--- config.mk ---
export PLATFORM = sky130hd
export DESIGN_NAME = stream_upsize_buf
export DESIGN_NICKNAME = d
export VERILOG_FILES = /design/src/rtl/stream_pkg.sv /design/src/rtl/stream_out_reg.sv /design/src/rtl/stream_upsize_buf.sv
export SDC_FILE = /design/constraint.sdc
export NUM_CORES = 1
export LEC_CHECK = 0
export ABC_AREA = 1
export BUFFER_PORTS_ARGS = -buffer_cell sky130_fd_sc_hd__buf_2
export CORE_ASPECT_RATIO = 1.1
export CORE_MARGIN = 2
export CORE_UTILIZATION = 45
export CTS_BUF_LIST = sky130_fd_sc_hd__clkbuf_8
export CTS_CLUSTER_DIAMETER = 60
export DETAILED_ROUTE_END_ITERATION = 10
export PLACE_DENSITY = 0.67
export SYNTH_ARGS = -nofsm -noshare
export SYNTH_HDL_FRONTEND = slang
export SYNTH_SLANG_ARGS = --single-unit
--- constraint.sdc ---
create_clock -name clk -period 2.5 [get_ports clk]
set_clock_uncertainty 0.1 [all_clocks]
set_input_delay 0.5 -clock clk [delete_from_list [all_inputs] [get_ports clk]]
set_output_delay 0.5 -clock clk [all_outputs]
set_load 0.02 [all_outputs]
--- src/rtl/stream_pkg.sv ---
// Shared helpers for the stream datapath library: lane index sizing.
package stream_pkg;

  // Upper bound on lane index width anywhere in the stream library.
  localparam int unsigned LANE_IDX_MAX_W = 8;

  // Generic lane index. Blocks narrow it to their own idx_width() locally.
  typedef logic [LANE_IDX_MAX_W-1:0] lane_idx_t;

  // Width of a counter addressing n lanes. A single-lane block still gets a
  // 1-bit index so that no zero-width vectors appear.
  function automatic int unsigned idx_width(input int unsigned n);
    return (n <= 2) ? 1 : $clog2(n);
  endfunction

endpackage

--- src/rtl/stream_out_reg.sv ---
// Output holding register for a valid/ready stream.
// A load captures a new word and raises valid. Without a load, an accepted
// word drops valid. Otherwise the word is held stable.
module stream_out_reg #(
  parameter int unsigned WIDTH = 8
) (
  input  logic             clk,
  input  logic             rst_n,
  input  logic             load,
  input  logic [WIDTH-1:0] d,
  input  logic             ready,
  output logic             valid,
  output logic [WIDTH-1:0] q
);

  // Load / drain / hold of the registered output word.
  always_ff @(posedge clk or negedge rst_n) begin
    if (!rst_n) begin
      valid <= 1'b0;
      q     <= '0;
    end else if (load) begin
      valid <= 1'b1;
      q     <= d;
    end else if (ready) begin
      valid <= 1'b0;
    end
  end

endmodule

--- src/rtl/stream_upsize_buf.sv ---
// Width upsizer: packs T_DATA_RATIO narrow beats into one wide word with
// per-lane keep. s_last_i closes a word early. An accumulator feeds an output
// holding register, so the input keeps flowing while the output stalls.
module stream_upsize_buf
  import stream_pkg::*;
#(
  parameter int unsigned T_DATA_WIDTH = 8,
  parameter int unsigned T_DATA_RATIO = 4,
  parameter int unsigned T_USER_WIDTH = 1
) (
  input  logic                    clk,
  input  logic                    rst_n,
  input  logic [T_DATA_WIDTH-1:0] s_data_i,
  input  logic [T_USER_WIDTH-1:0] s_user_i,
  input  logic                    s_last_i,
  input  logic                    s_valid_i,
  output logic                    s_ready_o,
  output logic [T_DATA_WIDTH-1:0] m_data_o [T_DATA_RATIO],
  output logic [T_DATA_RATIO-1:0] m_keep_o,
  output logic [T_USER_WIDTH-1:0] m_user_o,
  output logic                    m_last_o,
  output logic                    m_valid_o,
  input  logic                    m_ready_i
);

  localparam int unsigned IDX_W     = idx_width(T_DATA_RATIO);
  localparam int unsigned LAST_LANE = T_DATA_RATIO - 1;
  localparam int unsigned DW_TOT    = T_DATA_WIDTH * T_DATA_RATIO;
  localparam int unsigned PW        = DW_TOT + T_DATA_RATIO + T_USER_WIDTH + 1;

  typedef logic [IDX_W-1:0] idx_t;

  idx_t                    idx;
  logic [T_DATA_WIDTH-1:0] acc_data [T_DATA_RATIO];
  logic [T_DATA_RATIO-1:0] acc_keep;
  logic [T_USER_WIDTH-1:0] acc_user;
  logic                    acc_last;
  logic                    acc_done;

  logic                    out_free;
  logic                    accept;
  logic                    move;
  logic                    close;
  logic [PW-1:0]           out_d;
  logic [PW-1:0]           out_q;

  assign out_free  = !m_valid_o || m_ready_i;
  assign s_ready_o = !acc_done || out_free;
  assign accept    = s_valid_i && s_ready_o;
  assign move      = acc_done && out_free;
  assign close     = (idx == idx_t'(LAST_LANE)) || s_last_i;

  // Accumulator: lane fill, word close and hand-off to the output register.
  // A move clears the keep mask first. A beat accepted on the same edge then
  // sets lane 0, which is the lane idx points at whenever acc_done is high.
  always_ff @(posedge clk or negedge rst_n) begin
    if (!rst_n) begin
      idx      <= '0;
      acc_keep <= '0;
      acc_user <= '0;
      acc_last <= 1'b0;
      acc_done <= 1'b0;
      for (int unsigned i = 0; i < T_DATA_RATIO; i++) begin
        acc_data[i] <= '0;
      end
    end else begin
      if (move) begin
        acc_done <= 1'b0;
        acc_keep <= '0;
      end
      if (accept) begin
        for (int unsigned i = 0; i < T_DATA_RATIO; i++) begin
          if (idx == idx_t'(i)) begin
            acc_data[i] <= s_data_i;
            acc_keep[i] <= 1'b1;
          end
        end
        if (idx == '0) begin
          acc_user <= s_user_i;
        end
        if (close) begin
          acc_done <= 1'b1;
          acc_last <= s_last_i;
          idx      <= '0;
        end else begin
          idx      <= idx + 1'b1;
        end
      end
    end
  end

  // Pack the finished word. Lanes without keep are forced to zero.
  always_comb begin
    out_d = '0;
    for (int unsigned i = 0; i < T_DATA_RATIO; i++) begin
      out_d[i*T_DATA_WIDTH +: T_DATA_WIDTH] = acc_keep[i] ? acc_data[i] : '0;
    end
    out_d[DW_TOT +: T_DATA_RATIO]                = acc_keep;
    out_d[DW_TOT+T_DATA_RATIO +: T_USER_WIDTH]   = acc_user;
    out_d[PW-1]                                  = acc_last;
  end

  stream_out_reg #(
    .WIDTH (PW)
  ) u_out_reg (
    .clk   (clk),
    .rst_n (rst_n),
    .load  (move),
    .d     (out_d),
    .ready (m_ready_i),
    .valid (m_valid_o),
    .q     (out_q)
  );

  // Unpack the held word onto the output ports.
  always_comb begin
    for (int unsigned i = 0; i < T_DATA_RATIO; i++) begin
      m_data_o[i] = out_q[i*T_DATA_WIDTH +: T_DATA_WIDTH];
    end
  end

  assign m_keep_o = out_q[DW_TOT +: T_DATA_RATIO];
  assign m_user_o = out_q[DW_TOT+T_DATA_RATIO +: T_USER_WIDTH];
  assign m_last_o = out_q[PW-1];

endmodule
After elaboration in Yosys (flattened, before gate mapping)
Cells that the tools add are included.
{ "totals": {"regBits": 80} }
{ "classes": {"n_addsub": 1, "n_eq_ne": 3, "reduce_logical": 14, "muxes": 16} }
{ "op_table": {"columns": ["operator", "count"], "rows": [
  ["$mux 8", 4],
  ["$reduce_and 2->1", 5],
  ["$mux 1", 9],
  ["$mux 4", 2],
  ["$eq 2x2->1 const B", 2],
  ["$logic_or 1x1->1", 3],
  ["$add 2x1->2 const B", 1],
  ["$eq 2x1->1 const B", 1],
  ["$logic_and 1x1->1", 2],
  ["$logic_not 1->1", 2],
  ["$logic_not 2->1", 1],
  ["$mux 2", 1],
  ["$reduce_bool 2->1", 1]
]} }

Longest topological paths before layout
Gate-level depths: netlist of the first run.
{ "logic_depth": {"ltp_word": 6, "depth_mapped": 7} }

Cells and area by module
From an unflattened synthesis of the first run, not the netlist that was laid out.
{ "unflattened": {"cells_unflattened": 420, "hier_area_um2": 3539.6} }
{ "modules_own_cells": {"columns": ["mod", "cells_each", "instances", "area_each_um2"], "rows": [
  ["stream_upsize_buf", 255, 1, 2057.0],
  ["stream_out_reg", 165, 1, 1482.7]
]} }

Worst setup path after synthesis of the first run
No wires, ideal clock.
{ "synth_timing": {"kind": "input to output", "from": "input port m_ready_i", "to": "output port s_ready_o", "path_slack_ps": 1039, "cell_stages": 3, "arrival_time_ps": 861, "path_cell_list": "inv_1 nand3_2 buf_2"} }
{ "synth_between": {"elab_chain_len": 2} }
{ "synth_rtl": {"columns": ["element", "line", "rtl"], "rows": [
  ["from (decl)", "stream_upsize_buf.sv:23", "input logic m_ready_i"],
  ["$logic_or 1x1->1", "stream_upsize_buf.sv:47", "assign out_free = !m_valid_o || m_ready_i;"],
  ["$logic_or 1x1->1", "stream_upsize_buf.sv:48", "assign s_ready_o = !acc_done || out_free;"],
  ["to (decl)", "stream_upsize_buf.sv:17", "output logic s_ready_o,"]
]} }
Every way passes these cells.

Worst setup path after layout of the first run
{ "layout_timing": {"from": "register u_out_reg.valid", "to": "output port s_ready_o"} }
{ "layout_between": {"elab_chain_len": 3} }
{ "layout_rtl": {"columns": ["element", "line", "rtl"], "rows": [
  ["from (decl)", "stream_out_reg.sv:12", "output logic valid,"],
  ["from (signal assigned)", "stream_out_reg.sv:19", "valid <= 1'b0;"],
  ["from (signal assigned)", "stream_out_reg.sv:22", "valid <= 1'b1;"],
  ["from (signal assigned)", "stream_out_reg.sv:25", "valid <= 1'b0;"],
  ["$logic_not 1->1", "stream_upsize_buf.sv:47", null],
  ["$logic_or 1x1->1", "stream_upsize_buf.sv:47", null],
  ["$logic_or 1x1->1", "stream_upsize_buf.sv:48", null]
]} }
Every way passes these cells.

==> results of run 1 <==
==> final cells by class <==
cell class | instances | area share (%)
Sequential cell | 80 | 52.6
Clock inverter | 6 | 2.20
Inverter | 4 | 0.395
Multi-Input combinational cell | 245 | 29.3
Timing Repair Buffer | 61 | 9.01
Tap cell | 85 | 2.80
Clock buffer | 10 | 3.62
==> worst max-delay path, delay by kind of cell (launching register included) <==
kind                   cells  cell delay [ps]
AND/OR/NAND/NOR            1              360
flip-flops                 1              390
buffers and inverters      1              300
==> metrics by stage <==
stage	setup slack, ps	std cells	hold WS (ps)	util, %
2_1_floorplan	1040	353	104	-
3_3_place_gp	618	474	354	51.0
3_5_place_dp	597	474	358	51.0
4_1_cts	498	491	296	54.3
5_1_grt	396	491	310	54.3
6_report	493	491	308	54.3
==> flip-flops by register name (all words and copies together), names as in the netlist <==
signal           flops
u_out_reg.q         38
acc_data            32
acc_keep             4
idx                  2
acc_done             1
acc_last             1
acc_user             1
u_out_reg.valid      1
==> cell families after synthesis <==
kind of cell,count (synthesis)
and+or+nand+nor,206
buffers and inverters,28
adders and majority gates,4
AOI/OAI and AO/OA,35
DFF,80
==> placed cells by master (no fill, tap or decap), types with 2 or more instances in the layout <==
cell type and instances:
nand2_1 165, dfrtp_1 80, buf_2 52, nand4_1 33
o21ai_0 31, clkbuf_8 10, buf_4 7, inv_1 5
nand3_2 5, o21ai_1 4, ha_1 4, clkinvlp_4 2
bufinv_16 2
==> report_power, final <==
part	internal (uW)	switching, uW
combinational	383	722
clock	584	462
sequential	1750	295
total	2720	1480
==> per-layer routing <==
| metal | wire [um] | up-vias | share of wire (%) | GRT usage [%] |
|---|---|---|---|---|
| met5 | 0 | - | 0 | 0 |
| met4 | 97 | 0 | 1.4 | 7.80 |
| met3 | 364 | 10 | 5.2 | 4.68 |
| met2 | 3300 | 57 | 47 | 29.3 |
| met1 | 3190 | 1188 | 46 | 26.5 |
| li1 | - | 1248 | - | - |
==> how the worst max path moves through the flow <==
stage | startpoint | endpoint | slack, ps | cells after the start
finish | u_out_reg.valid | s_ready_o | 490 | 2
global route | u_out_reg.valid | s_ready_o | 400 | 2
CTS | u_out_reg.valid | s_ready_o | 500 | 2
detailed placement | m_ready_i | s_ready_o | 600 | 4
global placement | m_ready_i | s_ready_o | 620 | 4
floorplan | m_ready_i | s_ready_o | 1040 | 3
==> timing repair <==
item	in CTS	in global routing
resized for setup	0	0
endpoints found under the hold margin	28	0
hold buffers	1	0
==> results.md, run 1 <==
- Status: completed
- Layout fillers: 650
- Post-route cell area: 3800 um^2
- CP Capture Type: output pin
- Area delta synth->final: 16.6%
- Hold path depth: 3
- Maximum fanout along the worst path: 19
- Reg-to-reg setup timing slack: 860 ps
- Synth cell types: 16
- Post-DRT Antenna Nets: 0
- Yosys top cell by area: dfrtp_1
- Largest family of logic cells by synthesized area: simple AND/OR/NAND/NOR gates
- Worst-Skew Late Latency: 350 ps
- Max VDD drop: 0.480 mV
- Starting DRT DRC Count: 161
- Dpl cell area: 3570 um^2
- Post-route minimum period: 2010 ps
- RSZ-0062 raised after global routing: false
- FMAX: 0.498 GHz
- H-tree level count: 3
- Class of the most critical setup path: reg -> out
- Via count: 2503
- Worst Hold Launch: s_last_i
- Pwr Density: 1100 nW/um^2
- Top cell types by occurrence after synthesis: 165 x nand2_1, 80 x dfrtp_1, 33 x nand4_1
- Ys async rst share: 100%
- Post-Syn Area: 3260 um^2
- Drc violations: 0
- Syn nets: 371
- Largest cells by area after synthesis: dfrtp_1 61%, nand2_1 19%, nand4_1 6.3%, o21ai_0 4.8%, ha_1 1.5%
- First-pass GRT wire length: 11800 um
- Slew @ Worst Pin: 420 ps
- Max-slew violations: 0
- Adder-cell share of the synthesized area: 1.53%
- Die height: 93.3 um
- Critical Path RT: 1900 ps
- # IOs: 54
- Total CTS buffers: 9
- Chip width: 85.2 um
- Worst path slowest cell: dfrtp_1
- Initial antenna violation count: 0
- Final RePlAce weighted congestion: 0.840
- Routed WL per cell: 14.2 um
- Share of layout cells above drive strength 1: 20.0%
- Cell Chain, Critical Path: nand3_2 -> buf_2
- Congestion Overflow GR: 0
- Pre-antenna DRT Iters: 4
- Max-Cap Viols: 0
- TNS Setup: 0 ps
- CP Data Arrival Time: 1410 ps
- Count of final setup violators: 0
- Sequential Area: 2000 um^2
- Routed wire length: 6950 um
- Worst R2R Path Depth: 5
- Setup repair bufs after CTS: 0
- Hold Vio Cnt, Final: 0
- Nets: 419
- Port bufs: 53
- Syn_area_per_cell: 9.24 um^2
- CTS clk-pin slew, worst paths: 80 ps
- Synth Flop Type: dfrtp_1
- Vias in the first global route: 2416
- Rows: 32
- TritonCTS Sinks: 80
- Routed vias/inst: 5.10
- Most frequent cell after synthesis: nand2_1
- Lkg Pwr: 0.00200 uW
- Hold crit path type: in -> reg
- CP Launch Type: flop
- Die area: 7950 um^2
- Overall Global Routing Usage: 19.2%
- Largest net degree at the start of global routing: 53
- Multiplexer area fraction after synthesis: 0%
- FF+latch count, synth: 80
- DP Wirelength: 4680 um
- Hold path endpoint: acc_last
- Clock Tree Buf Depth: 2
- Diodes inserted: 0
- Post-synthesis compound-gate area fraction: 5.37%
- Sequential share of the synthesized area: 61.3%
- Relative slew margins: 71.9%
- CP peak stage delay: 390 ps
- EDFF count, synth: 0
- Warnings from Yosys: 0
- Initial Util: 46.6%
- CTS tree: done
- Multi-input logic area: 1120 um^2
- Synthesized instance count: 353
- Post-Synth XOR/XNOR Area: 0%
- Top-area cell type share of the netlist area: 61.3%
- Core ar.: 7010 um^2
- Root Buffer: clkbuf_8
- Worst R2R End: acc_data[29]
- FF-to-FF Start: idx[0]
- PnR Total Power: 4200 uW
- Period utilisation layout: 80.3%
- Post-Synth Simple-Gate Area: 27.3%
No activity file was read; power rests on OpenSTA's default activity.
==> run 2, diff against run 1 <==
PLACE_DENSITY = 0.7   (was 0.67)
clock period = 1.83 ns   (was 2.5 ns; I/O delays follow)
==> run 2 against run 1 <==
  * Via count increased by 1.1%
  * Cell area rose by 1.4%
  * Combinational power is 37% higher
  * Register-to-register slack worse by 520 ps
  * First-iteration DRC count decreased by 5.6%
  * Worst hold slack worse by 100 ps
  * Sequential cell count unchanged
  * Non-clock buffer count up 4
  * Die area did not move
  * Count of clock-buffer cells in the layout decreased by 1
  * Critical path type unchanged
  * Critical endpoint unchanged
==> results.md, run 2 (synthesis results as in run 1) <==
- Setup repair bufs after CTS: 0 (unchanged)
- Hold Vio Cnt, Final: 0 (unchanged)
- Maximum fanout along the worst path: 9 (-10)
- Period utilisation layout: 88.4%
- Post-DRT Antenna Nets: 0 (unchanged)
- Chip width: 85.2 um (unchanged)
- Die height: 93.3 um (unchanged)
- Pwr Density: 1520 nW/um^2 (+38%)
- Diodes inserted: 0 (unchanged)
- Share of layout cells above drive strength 1: 21.0% (+1.0 points)
- Vias in the first global route: 2465 (+2.0%)
- DP Wirelength: 4840 um (+3.4%)
- Max reg flops: 38 (unchanged)
- Rows: 32 (unchanged)
- Routed WL per cell: 13.6 um (-4.2%)
- First-pass GRT wire length: 11700 um (-0.36%)
- TNS Setup: 0 ps (unchanged)
- Slew @ Worst Pin: 515 ps (+95.1 ps)
- CP Launch Type: flop
- Class of the most critical setup path: reg -> out
- Post-layout util: 55.0% (+0.75 points)
- Post-route cell area: 3860 um^2 (+1.4%)
- Commonest non-fill, non-tap cell in the layout: nand2_1
- Drc violations: 0 (unchanged)
- FMAX: 0.618 GHz
- Routed wire length: 6710 um (-3.5%)
- Routed vias/inst: 5.11 (+0.30%)
- Post-route minimum period: 1620 ps
- CP Data Arrival Time: 1150 ps (-260 ps)
- Psw: 2020 uW (+37%)
- Lkg Pwr: 0.00203 uW (+1.4%)
- CTS clk-pin slew, worst paths: 80 ps (about the same)
- Final RePlAce weighted congestion: 0.778 (-7.4%)
- Max VDD drop: 0.759 mV (+58%)
- Status: completed
- Initial antenna violation count: 0 (unchanged)
- Comb pwr share: 25.9% (-0.4 points)
- CP Capture Type: output pin
- Max-slew violations: 0 (unchanged)
- Root Buffer: clkbuf_8
- Area delta synth->final: 18.2%
- Core ar.: 7010 um^2 (unchanged)
- Largest net degree at the start of global routing: 37 (-30%)
- Sequential Power Share: 47.7% (-1.0 points)
- Pre-antenna DRT Iters: 4 (unchanged)
- Overall Global Routing Usage: 18.9% (-0.31 points)
- Internal power: 3830 uW (+41%)
- Relative slew margins: 65.6% (-6.3 points)
- H-tree level count: 3 (unchanged)
- Dpl cell area: 3600 um^2 (+0.84%)
- Total CTS buffers: 9 (unchanged)
- PnR Total Power: 5860 uW (+40%)
- Initial Util: 46.6% (unchanged)
- Count of final setup violators: 0 (unchanged)
- Commonest non-fill, non-tap cells in the layout: 165 x nand2_1, 80 x dfrtp_1, 52 x buf_2
- Port bufs: 53 (unchanged)
- RSZ-0062 raised after global routing: false
- TritonCTS Sinks: 80 (unchanged)
- Max-Cap Viols: 0 (unchanged)
- Hold crit path type: in -> reg
- Nets: 423 (+0.95%)
- Clock Tree Buf Depth: 2 (unchanged)
- Die area: 7950 um^2 (unchanged)
- Clock network power share: 26.4% (+1.5 points)
- Largest regs: u_out_reg.q: 38 flops, acc_data: 32 flops, acc_keep: 4 flops
- Sw frac: 34.5% (-0.73 points)
- CTS tree: done
- Via count: 2531 (+1.1%)
- Layout fillers: 639 (-1.7%)
- Biggest register: u_out_reg.q
- Starting DRT DRC Count: 152 (-5.6%)
- Congestion Overflow GR: 0 (unchanged)
- Worst-Skew Late Latency: 350 ps (about the same)
- # IOs: 54 (unchanged)
- Critical Path RT: 1360 ps (-540 ps)
[run 2: cell types whose count changed in the layout (fill, tap and decap cells not counted)]
cell	previous run	this run
inv_1	5	4
buf_4	7	11
clkbuf_8	10	9
clkinvlp_4	2	1
bufinv_16	2	3
clkinv_4	0	2
[run 2: through the flow]
step                instances  hold slack (ps)  setup slack (ps)
floorplan                 353            -29.6               438
global placement          478              209               384
detailed placement        478              220               340
CTS                       495              186               197
global route              495              205               149
finish                    495              205               213
[run 2: cell type report]
| type | count | area, um^2 | share of cell area (%) |
|---|---|---|---|
| well taps | 85 | 106 | 2.76 |
| clock buffers | 9 | 124 | 3.21 |
| flip-flops and latches | 80 | 2000 | 51.9 |
| inverters | 4 | 15.0 | 0.389 |
| multi-input cells | 245 | 1120 | 28.9 |
| clock inverters | 7 | 120 | 3.11 |
| repair buffers | 65 | 373 | 9.67 |
[run 2: worst max-delay path, stage by stage (launching register included)]
cell	delay, ps
dfrtp_1	390
nand3_2	190
buf_2	220
[run 2: power groups by stage]
stage | registers [uW] | clock network [uW] | logic (uW)
floorplan | 3020 | 0 | 785
global placement | 2820 | 0 | 1500
detailed placement | 2830 | 0 | 1530
CTS | 2800 | 1570 | 1550
global route | 2890 | 1650 | 1730
finish | 2790 | 1550 | 1520
[run 2: final timing paths]
| check | from | to | cells after the start | slack (ps) |
|---|---|---|---|---|
| setup / recovery | u_out_reg.valid | s_ready_o | 2 | 210 |
| hold reg to reg | acc_data[10] | acc_data[10] | 2 | 380 |
| setup reg to reg | idx[1] | acc_data[19] | 5 | 340 |
| min in group asynchronous | rst_n | u_out_reg.q[3] | 2 | 370 |
| hold / removal | s_user_i | acc_user | 3 | 210 |
| max in group asynchronous | rst_n | acc_data[13] | 3 | 710 |
[run 2: metal layers]
layer	wire length [um]	global-route usage, %	vias up	share of wire (%)
li1	-	-	1264	-
met1	3150	25.7	1194	47
met2	3110	29.3	60	46
met3	323	5.30	13	4.8
met4	128	6.61	0	1.9
met5	0	0	-	0
[run 2: what timing repair did]
item	4_1_cts	5_1_grt
endpoints found under the hold margin	28	0
gates resized for setup	0	0
hold buffers	1	0
==> run 3, diff against run 2 <==
CORE_UTILIZATION = 52   (was 45)
PLACE_DENSITY = 0.78   (was 0.7)
==> run 3 against run 2 <==
  * Non-clock buffer count stayed put
  * Register-to-register slack worse by 20 ps
  * Combinational power hardly changed
  * Largest power group unchanged
  * First-iteration DRC count is 4.6% higher
  * Count of clock-buffer cells in the layout is 1 higher
  * Utilization is 7.5 points higher
  * Maximum frequency is 3.6% higher
  * Sequential share of layout area is 0.41 points higher
  * Worst hold slack worse by 24 ps
  * Clock power is 11% lower
==> results.md, run 3 (synthesis results as in run 1) <==
- Status: completed
- Via count: 2548 (+0.67%)
- CP Capture Type: output pin
- H-tree level count: 3 (unchanged)
- Cell Chain, Critical Path: nand3_2 -> buf_2
- Period utilisation layout: 85.3% (-3.1 points)
- Max-slew violations: 0 (unchanged)
- Die height: 87.1 um (-6.7%)
- Largest net degree at the start of global routing: 50 (+35%)
- Pwr Density: 1500 nW/um^2 (-1.4%)
- Routed WL per cell: 13.9 um (+2.5%)
- Slew @ Worst Pin: 485 ps (-30.0 ps)
- Congestion Overflow GR: 0 (unchanged)
- Post-CTS sizing: 0 (unchanged)
- First-pass GRT wire length: 11500 um (-2.1%)
- Vias in the first global route: 2399 (-2.7%)
- Lkg Pwr: 0.00203 uW (-0.20%)
- Core ar.: 6120 um^2 (-13%)
- Post-route minimum period: 1560 ps (-56.0 ps)
- Drc violations: 0 (unchanged)
- Final RePlAce weighted congestion: 0.843 (+8.4%)
- Maximum fanout along the worst path: 5 (-4)
- Area delta synth->final: 17.3%
- Max VDD drop: 0.779 mV (+2.6%)
- FF-to-FF Start: idx[0]
- CTS tree: done
- Commonest non-fill, non-tap cell in the layout: nand2_1
- Worst Setup EP: s_ready_o
- Total CTS buffers: 9 (unchanged)
- Routed wire length: 6790 um (+1.1%)
- Clock Tree Buf Depth: 2 (unchanged)
- Die area: 6930 um^2 (-13%)
- Largest regs: u_out_reg.q: 38 flops, acc_data: 32 flops, acc_keep: 4 flops
- TNS Setup: 0 ps (unchanged)
- Starting DRT DRC Count: 159 (+4.6%)
- CP Data Arrival Time: 1090 ps (-60 ps)
- Reg-to-reg setup timing slack: 320 ps (-20 ps)
- Nets: 423 (unchanged)
- Initial antenna violation count: 0 (unchanged)
- Count of final setup violators: 0 (unchanged)
- CTS clk-pin slew, worst paths: 70 ps (about the same)
- Worst-Skew Late Latency: 350 ps (about the same)
- Chip width: 79.5 um (-6.6%)
- TritonCTS Sinks: 80 (unchanged)
- Share of layout cells above drive strength 1: 20.6% (-0.39 points)
- Max-Cap Viols: 0 (unchanged)
- Hold crit path type: in -> reg
- Worst path slowest cell: dfrtp_1
- Max reg flops: 38 (unchanged)
- Overall Global Routing Usage: 22.0% (+3.0 points)
- Port bufs: 53 (unchanged)
- Initial Util: 53.3% (+6.8 points)
- Pre-antenna DRT Iters: 4 (unchanged)
- Relative slew margins: 67.6% (+2.0 points)
- Rows: 30 (-6.3%)
- Hold Vio Cnt, Final: 0 (unchanged)
- Critical Path RT: 1360 ps (about the same)
- # IOs: 54 (unchanged)
- CP Launch Type: flop
- Post-layout util: 62.5% (+7.5 points)
- Class of the most critical setup path: reg -> out
- Worst R2R End: acc_data[1]
- Critical Path Start: acc_done
- Routed vias/inst: 5.22 (+2.1%)
- PnR Total Power: 5730 uW (-2.2%)
- Biggest register: u_out_reg.q
- Post-DRT Antenna Nets: 0 (unchanged)
- Diodes inserted: 0 (unchanged)
- CP peak stage delay: 410 ps (+20 ps)
- Commonest non-fill, non-tap cells in the layout: 165 x nand2_1, 80 x dfrtp_1, 52 x buf_2
- RSZ-0062 raised after global routing: false
- Root Buffer: clkbuf_8
- DP Wirelength: 4730 um (-2.2%)
- Worst R2R Path Depth: 4 (-1)
- FMAX: 0.641 GHz (+3.6%)
-- run 3: cell count changes in the layout (fill, tap and decap cells not counted) --
cell,before,now
clkinvlp_4,1,0
bufinv_16,3,2
clkinv_4,2,0
buf_4,11,10
clkbuf_8,9,10
buf_12,1,2
clkinv_2,1,2
-- run 3: final cells by class --
cell class,count,area [um^2]
fill,503,2290
sequential,80,2000
multi-input combinational,245,1120
timing repair buffer,65,385
clock buffer,10,138
tap,80,100
clock inverter,4,70.1
inverter,4,15.0
-- run 3: worst min path at each step --
stage                   from              end  slack, ps  cells after the start
detailed placement     rst_n  u_out_reg.q[23]        260                      1
global route        s_user_i         acc_user        170                      3
global placement       rst_n  u_out_reg.q[32]        260                      1
finish              s_user_i         acc_user        180                      3
floorplan              rst_n      acc_data[0]        -30                      0
CTS                 s_user_i         acc_user        160                      3
-- run 3: through the flow --
stage | worst slack, ps | cell area [um^2] | cells | hold WS [ps]
5_1_grt | 183 | 3830 | 488 | 173
4_1_cts | 252 | 3830 | 488 | 163
2_1_floorplan | 438 | 3260 | 353 | -29.6
3_5_place_dp | 338 | 3610 | 473 | 263
3_3_place_gp | 366 | 3610 | 473 | 257
6_report | 269 | 3830 | 488 | 181
-- run 3: power breakdown --
group / total (uW) / internal, uW / switching (uW)
combinational: 1540 / 547 / 990
sequential: 2810 / 2390 / 419
clock: 1380 / 785 / 595
total: 5730 / 3720 / 2000
-- run 3: worst max-delay path: cells and delay by family, from the launching register on --
family | cells | cell delay [ps]
DFF | 1 | 410
buffers and inverters | 1 | 200
and+or+nand+nor | 1 | 140
-- run 3: repair_timing --
item,in CTS,in global routing
hold endpoints to repair,36,0
setup buffers,0,0
hold buffers,1,0
-- run 3: per-layer routing --
layer | global-route usage (%) | part of all wire, % | up-vias
met5 | 0 | 0 | -
met2 | 34.3 | 48 | 68
li1 | - | - | 1254
met3 | 5.81 | 5.1 | 17
met4 | 8.15 | 2.3 | 0
met1 | 29.8 | 45 | 1209
